===== config.mk =====
export PLATFORM = sky130hd
export DESIGN_NAME = cordic_polar_analyzer
export DESIGN_NICKNAME = d
export VERILOG_FILES = /design/src/rtl/cordic_pkg.sv /design/src/rtl/cordic_vectoring_step.sv /design/src/rtl/cordic_polar_analyzer.sv
export SDC_FILE = /design/constraint.sdc
export NUM_CORES = 1
export LEC_CHECK = 0
export ABC_AREA = 0
export BUFFER_PORTS_ARGS = -buffer_cell sky130_fd_sc_hd__buf_2
export CAP_MARGIN = 20
export CORE_MARGIN = 5
export CORE_UTILIZATION = 63
export CTS_BUF_LIST = sky130_fd_sc_hd__clkbuf_8 sky130_fd_sc_hd__clkbuf_16
export DETAILED_ROUTE_END_ITERATION = 8
export PLACE_DENSITY = 0.89
export SYNTH_ARGS = -nofsm -noshare
export SYNTH_HDL_FRONTEND = slang
export SYNTH_HIERARCHICAL = 1
export SYNTH_SLANG_ARGS = --single-unit
export TNS_END_PERCENT = 50

===== constraint.sdc =====
create_clock -name clk_i -period 6 [get_ports clk_i]
set_clock_uncertainty 0.1 [all_clocks]
set_input_delay 0.6 -clock clk_i [delete_from_list [all_inputs] [get_ports clk_i]]
set_output_delay 0.6 -clock clk_i [all_outputs]
set_load 0.1 [all_outputs]

===== src/rtl/cordic_pkg.sv =====
`default_nettype none
// ============================================================================
// Module      : cordic_pkg
// Description : Shared constants and helpers for the vectoring-mode CORDIC
//               polar analyzer: arctangent table, gain-compensation shifts,
//               FSM state encoding and a positive-saturation helper.
// Revision    : 1.0  initial release
// ============================================================================
package cordic_pkg;

  // Index width for the micro-rotation counter and table lookups (up to 16 steps)
  localparam int c_idx_w = 4;

  // Fractional precision of the stored arctangent table
  localparam int c_atan_frac = 16;

  // Shift amounts approximating the CORDIC gain 1/1.6468 = 0.6074
  localparam int c_gain_sh0 = 1;
  localparam int c_gain_sh1 = 3;
  localparam int c_gain_sh2 = 6;
  localparam int c_gain_sh3 = 9;

  // FSM state encoding
  localparam logic [1:0] c_st_idle  = 2'd0;
  localparam logic [1:0] c_st_iter  = 2'd1;
  localparam logic [1:0] c_st_scale = 2'd2;

  // round(atan(2^-i)/pi * 2^16)
  function automatic int atan_q16(input logic [c_idx_w-1:0] idx);
    case (idx)
      4'd0:    return 16384;
      4'd1:    return 9672;
      4'd2:    return 5110;
      4'd3:    return 2594;
      4'd4:    return 1302;
      4'd5:    return 652;
      4'd6:    return 326;
      4'd7:    return 163;
      4'd8:    return 81;
      4'd9:    return 41;
      4'd10:   return 20;
      4'd11:   return 10;
      4'd12:   return 5;
      4'd13:   return 3;
      4'd14:   return 1;
      default: return 1;
    endcase
  endfunction

  // Table entry reduced to n_frac fractional bits with round-half-up
  function automatic int atan_round(input logic [c_idx_w-1:0] idx, input int n_frac);
    return (atan_q16(idx) + (1 << (c_atan_frac - 1 - n_frac))) >>> (c_atan_frac - n_frac);
  endfunction

  // Largest positive value of a signed quantity of the given width
  function automatic int sat_pos(input int width);
    return (1 << (width - 1)) - 1;
  endfunction

endpackage
`default_nettype wire


===== src/rtl/cordic_vectoring_step.sv =====
`default_nettype none
// ============================================================================
// Module      : cordic_vectoring_step
// Description : Combinational single vectoring-mode CORDIC micro-rotation.
//               Rotates (x, y) toward the positive x axis by atan(2^-i) and
//               accumulates the rotated angle into z.
// Ports       : i_x, i_y   signed IW-bit vector in
//               i_z        signed angle in (N_FRAC+1 bits, wraps)
//               i_idx      micro-rotation index i
//               o_x, o_y   rotated vector
//               o_z        updated angle
// Revision    : 1.0  initial release
// ============================================================================
module cordic_vectoring_step
  import cordic_pkg::*;
#(
  parameter int N_FRAC = 7,
  parameter int IW     = N_FRAC + 3
) (
  input  logic signed [IW-1:0]     i_x,
  input  logic signed [IW-1:0]     i_y,
  input  logic signed [N_FRAC:0]   i_z,
  input  logic [c_idx_w-1:0]       i_idx,
  output logic signed [IW-1:0]     o_x,
  output logic signed [IW-1:0]     o_y,
  output logic signed [N_FRAC:0]   o_z
);

  localparam int W = N_FRAC + 1;

  logic signed [IW-1:0] w_xs;
  logic signed [IW-1:0] w_ys;
  logic signed [W-1:0]  w_atan;

  assign w_xs   = i_x >>> i_idx;
  assign w_ys   = i_y >>> i_idx;
  assign w_atan = W'(atan_round(i_idx, N_FRAC));

  // Rotate against the sign of y so y is driven toward zero.
  // z is allowed to wrap: +pi and -pi are the same angle.
  always_comb begin
    o_x = i_x;
    o_y = i_y;
    o_z = i_z;
    if (!i_y[IW-1]) begin
      o_x = i_x + w_ys;
      o_y = i_y - w_xs;
      o_z = i_z + w_atan;
    end else begin
      o_x = i_x - w_ys;
      o_y = i_y + w_xs;
      o_z = i_z - w_atan;
    end
  end

endmodule
`default_nettype wire


===== src/rtl/cordic_polar_analyzer.sv =====
`default_nettype none
// ============================================================================
// Module      : cordic_polar_analyzer
// Description : Iterative vectoring-mode CORDIC converting a Cartesian sample
//               (x, y) into magnitude and phase. One micro-rotation per clock
//               followed by one gain-compensation/output cycle.
// Ports       : clk_i, rst_i (async, active-high)
//               x_i, y_i                  signed Q0.N_FRAC samples
//               data_in_valid_strobe_i    sample strobe
//               magnitude_o, phase_o      results (phase: full scale = [-pi,pi))
//               data_out_valid_strobe_o   one-cycle result strobe
//               busy_o                    conversion in progress
//               overrun_strobe_o          a strobe was dropped while busy
// Revision    : 1.0  initial release
// ============================================================================
module cordic_polar_analyzer
  import cordic_pkg::*;
#(
  parameter int N_FRAC = 7,
  parameter int N_ITER = N_FRAC + 1
) (
  input  logic                 clk_i,
  input  logic                 rst_i,
  input  logic signed [N_FRAC:0] x_i,
  input  logic signed [N_FRAC:0] y_i,
  input  logic                 data_in_valid_strobe_i,
  output logic signed [N_FRAC:0] magnitude_o,
  output logic signed [N_FRAC:0] phase_o,
  output logic                 data_out_valid_strobe_o,
  output logic                 busy_o,
  output logic                 overrun_strobe_o
);

  localparam int W  = N_FRAC + 1;
  // Two guard bits: one for negating the most-negative sample, one for CORDIC growth
  localparam int IW = N_FRAC + 3;

  localparam logic [c_idx_w-1:0] c_last_iter = c_idx_w'(N_ITER - 1);
  localparam logic signed [IW-1:0] c_sat     = IW'(sat_pos(W));

  logic [1:0]            r_state;
  logic [c_idx_w-1:0]    r_iter;
  logic signed [IW-1:0]  r_x;
  logic signed [IW-1:0]  r_y;
  logic signed [W-1:0]   r_z;
  logic                  r_zero;
  logic                  r_busy;

  logic signed [IW-1:0]  w_x_ext;
  logic signed [IW-1:0]  w_y_ext;
  logic signed [IW-1:0]  w_x_nxt;
  logic signed [IW-1:0]  w_y_nxt;
  logic signed [W-1:0]   w_z_nxt;
  logic signed [IW-1:0]  w_mag;
  logic signed [W-1:0]   w_mag_sat;
  logic                  w_idle;

  assign w_idle  = (r_state == c_st_idle);
  assign w_x_ext = {{2{x_i[W-1]}}, x_i};
  assign w_y_ext = {{2{y_i[W-1]}}, y_i};

  cordic_vectoring_step #(
    .N_FRAC (N_FRAC),
    .IW     (IW)
  ) u_step (
    .i_x   (r_x),
    .i_y   (r_y),
    .i_z   (r_z),
    .i_idx (r_iter),
    .o_x   (w_x_nxt),
    .o_y   (w_y_nxt),
    .o_z   (w_z_nxt)
  );

  // Gain compensation: 1/2 + 1/8 - 1/64 - 1/512 = 0.60742
  assign w_mag = (r_x >>> c_gain_sh0) + (r_x >>> c_gain_sh1)
               - (r_x >>> c_gain_sh2) - (r_x >>> c_gain_sh3);

  always_comb begin
    w_mag_sat = w_mag[W-1:0];
    if (w_mag > c_sat) begin
      w_mag_sat = c_sat[W-1:0];
    end else if (w_mag[IW-1]) begin
      w_mag_sat = '0;
    end
  end

  assign busy_o = r_busy;

  always_ff @(posedge clk_i or posedge rst_i) begin
    if (rst_i) begin
      r_state                 <= c_st_idle;
      r_iter                  <= '0;
      r_x                     <= '0;
      r_y                     <= '0;
      r_z                     <= '0;
      r_zero                  <= 1'b0;
      r_busy                  <= 1'b0;
      magnitude_o             <= '0;
      phase_o                 <= '0;
      data_out_valid_strobe_o <= 1'b0;
      overrun_strobe_o        <= 1'b0;
    end else begin
      data_out_valid_strobe_o <= 1'b0;
      overrun_strobe_o        <= data_in_valid_strobe_i && !w_idle;
      case (r_state)
        c_st_idle: begin
          r_busy <= data_in_valid_strobe_i;
          if (data_in_valid_strobe_i) begin
            // Pre-rotate the left half-plane by pi so the iterations converge
            if (x_i[W-1]) begin
              r_x <= -w_x_ext;
              r_y <= -w_y_ext;
              r_z <= {1'b1, {(W-1){1'b0}}};
            end else begin
              r_x <= w_x_ext;
              r_y <= w_y_ext;
              r_z <= '0;
            end
            r_zero  <= (x_i == '0) && (y_i == '0);
            r_iter  <= '0;
            r_state <= c_st_iter;
          end
        end
        c_st_iter: begin
          r_x    <= w_x_nxt;
          r_y    <= w_y_nxt;
          r_z    <= w_z_nxt;
          r_iter <= r_iter + 1'b1;
          r_busy <= 1'b1;
          if (r_iter == c_last_iter) begin
            r_state <= c_st_scale;
          end
        end
        c_st_scale: begin
          // busy stays high through the result-strobe cycle
          r_busy                  <= 1'b1;
          magnitude_o             <= r_zero ? '0 : w_mag_sat;
          phase_o                 <= r_zero ? '0 : r_z;
          data_out_valid_strobe_o <= 1'b1;
          r_state                 <= c_st_idle;
        end
        default: begin
          r_busy  <= 1'b0;
          r_state <= c_st_idle;
        end
      endcase
    end
  end

endmodule
`default_nettype wire


==> metrics.cfg <==
[run_status]
status=finished clean

[route]
drt_iter0_markers=458
dr.pass1.iters=6
drc=0
drt-total-wl_mm=14.7
postRouteAntennaNets=0
vias=5475
routed_via_density=6.28
wl_per_cell_um=16.8

[synthesis]
syn_nets=806
ys_warn_count=6
synth_area_um2=6010
ys_seq_area_share_pct=22.5
synth_cells=723
postSynth.asyncResetShare_pct=100
synth_area_per_cell_um2=8.31
synth_edf_count=0
ys_ff_latch=54
synth_cell_type_count=64
ys_dominant_reg_cell=dfrtp_1

[floorplan]
die_height_um=108
fp.dieW_um=108
pin_count=38
num_rows=35
fp.dieArea_um2=11600
start_util_pct=64.7
core_um2=9280

[critical_path]
cp_common_cell=a21oi_1
critical-path-max-stage-delay_ps=990
cp.buffers_inverters=0
path_class=flop to flop
worstPathRequired_ps=6100
startpoint_type=flop
path_max_fanout=28
critical_path.cell_chain=mux4_2 -> a222oi_1 -> mux2_2 -> ha_1 -> a21oi_1 -> ha_1 -> a21o_1 -> a21oi_1 -> o21bai_1 -> nor4_1 -> nor2_1 -> xor2_1 -> a221oi_1 -> a21oi_1
crit_path_top_delay_cell=dfrtp_1
crit_path_end_kind=flop
arrival_ps=4880
cp_top_family=compound AO/OA/AOI/OAI gates

[sta]
report.final.slew_viol_count=0
setup_viol=0
hold_viol_final=0
worst_slew_pin_slew_ps=980
rsz0062_at_grt=false
period_share_pct=79.6
fin_crit_ps=4770
max_freq_mhz=209
tns_ps=0
slew_headroom_pct=34.7

[clocking]
cts_root_buffer=clkbuf_8
cts_hold_buffers=0
postCtsSetupBuffers=0
cts_tree=done
clk_path_buf_depth=2
path_clk_slew_ps=110
insertion_delay_ps=320
clock-sinks=54
cts_buffers=5
postCtsResizedCells=0
htree_levels=2

[place]
dpl_cell_area_um2=6250
portBuffers=37
gp_congestion=0.915
dp_hpwl_mm=11.1

[layout]
fin_area_um2=6350
n_fill_cell=762
antenna_cells=0
finalNetCount=825
layout-drive-gt1-share_pct=11.6
area_growth_pct=5.75

[run]
cap_violations=0

[worst_hold_path]
worstHoldPathType=input pin to asynchronous set/reset pin

[grt]
grt_pass1_vias=5363
grt.total_usage_pct=25.7
grt_pass1_wl_mm=24.7
antenna_found_initial=0
grt_max_degree=55
grt-ovfl-total=0

[final timing paths]
path                                            start                         end  slack [ps]  cells after the start
max                             r_iter[1]$_DFFE_PP0P_          r_x[7]$_DFFE_PP0P_        1230                     14
min                                             rst_i  magnitude_o[3]$_DFFE_PP0P_         360                      3
max reg2reg                     r_iter[1]$_DFFE_PP0P_          r_x[7]$_DFFE_PP0P_        1230                     14
min reg2reg                magnitude_o[7]$_DFFE_PP0P_  magnitude_o[7]$_DFFE_PP0P_         420                      1
max in group asynchronous                       rst_i       r_iter[2]$_DFFE_PP0P_        4980                      3
min in group clk_i         magnitude_o[7]$_DFFE_PP0P_  magnitude_o[7]$_DFFE_PP0P_         420                      1
[worst register-to-register path, cell delays in order, from the launching register on]
cell      delay [ps]
dfrtp_1          990
mux4_2           480
a222oi_1         390
mux2_2           280
ha_1             240
a21oi_1          330
ha_1             310
a21o_1           190
a21oi_1          240
o21bai_1         140
nor4_1           320
nor2_1           110
xor2_1           160
a221oi_1         320
a21oi_1           70
[registers in the layout (all words and copies together), names as in the netlist, 2 cells and up]
signal       cells
r_y             10
r_z              8
phase_o          8
r_iter           4
r_state          2
r_x             10
magnitude_o      8
[cell usage after synthesis (6+ instances only)]
cell type   n  area [µm²]
a22o_1     12         105
nor3_1     11        55.1
a21oi_1    64         320
o22ai_1    16         100
nand3_1    13        65.1
a31oi_1     6        37.5
dfrtp_1    54        1350
mux2_2     12         135
clkbuf_1   22        82.6
nand2b_1   13        81.3
a211oi_1   10        75.1
xnor2_1    35         307
o211ai_1    9        67.6
xor2_1     24         210
mux4_2      6         135
inv_1      68         255
o31ai_1     8        60.1
nand2_1    61         229
a21o_1      9        67.6
nor2b_1    15        93.8
ha_1       52         651
nor2_1     37         139
fa_1       12         240
o21ai_1    19        95.1
o21ai_0    34         170
mux2i_1    20         200
[logic make-up after synthesis]
| kind of cell | after synthesis | share of synthesized area (%) |
|---|---|---|
| flip-flops | 54 | 22.5 |
| adder cells (fa/ha/maj) | 64 | 14.8 |
| XOR/XNOR | 59 | 8.60 |
| multiplexers | 40 | 8.52 |
| AND/OR/NAND/NOR | 185 | 15.2 |
| buffers and inverters | 101 | 6.93 |
| AO/OA/AOI/OAI | 220 | 23.4 |
[cell usage in the layout, fill, tap and decap left out, types with 5 or more instances in the layout]
| cell | instances |
|---|---|
| a211oi_1 | 10 |
| mux4_2 | 6 |
| nand2_1 | 61 |
| or2_2 | 5 |
| dfrtp_1 | 54 |
| a22o_1 | 12 |
| o21ai_1 | 18 |
| fa_1 | 12 |
| nand2b_1 | 13 |
| o211ai_1 | 9 |
| buf_4 | 7 |
| o21ai_0 | 34 |
| o31ai_1 | 8 |
| a21oi_1 | 64 |
| nor2_1 | 37 |
| buf_2 | 37 |
| a31oi_1 | 6 |
| xnor2_1 | 35 |
| nand3_1 | 13 |
| nor2b_1 | 15 |
| a21o_1 | 9 |
| mux2_2 | 12 |
| o21bai_1 | 5 |
| o22ai_1 | 16 |
| nor3_1 | 11 |
| xor2_1 | 24 |
| clkbuf_8 | 6 |
| ha_1 | 52 |
| inv_1 | 67 |
| mux2i_1 | 20 |
[stage by stage]
stage	hold slack, ps	util (%)	setup WS, ps	std cells
finish	361	68.4	1230	872
global route	428	68.4	963	872
CTS	388	68.4	1340	872
detailed placement	404	67.4	1380	864
global placement	379	67.4	1600	864
floorplan	367	-	1830	723
[routing by layer]
layer  global-route usage (%)  wire length [µm]  up-vias  part of all wire (%)
met5                        0                 0        -                     0
met4                     9.38               418        0                   2.9
met1                     32.8              6100     2604                    42
li1                         -                 -     2609                     -
met3                     3.30               980       32                   6.7
met2                     44.6              7160      230                    49
[layout make-up]
cell class	count	area, µm²	share of cell area, %
clock buffers	6	82.6	1.30
clock inverters	2	17.5	0.276
inverters	69	259	4.08
multi-input cells	568	4240	66.8
flip-flops and latches	54	1350	21.3
well taps	129	161	2.54
repair buffers	44	238	3.74
Power is not shown: default switching activity piles up to over one toggle a cycle in this logic, so the estimate is an artifact.
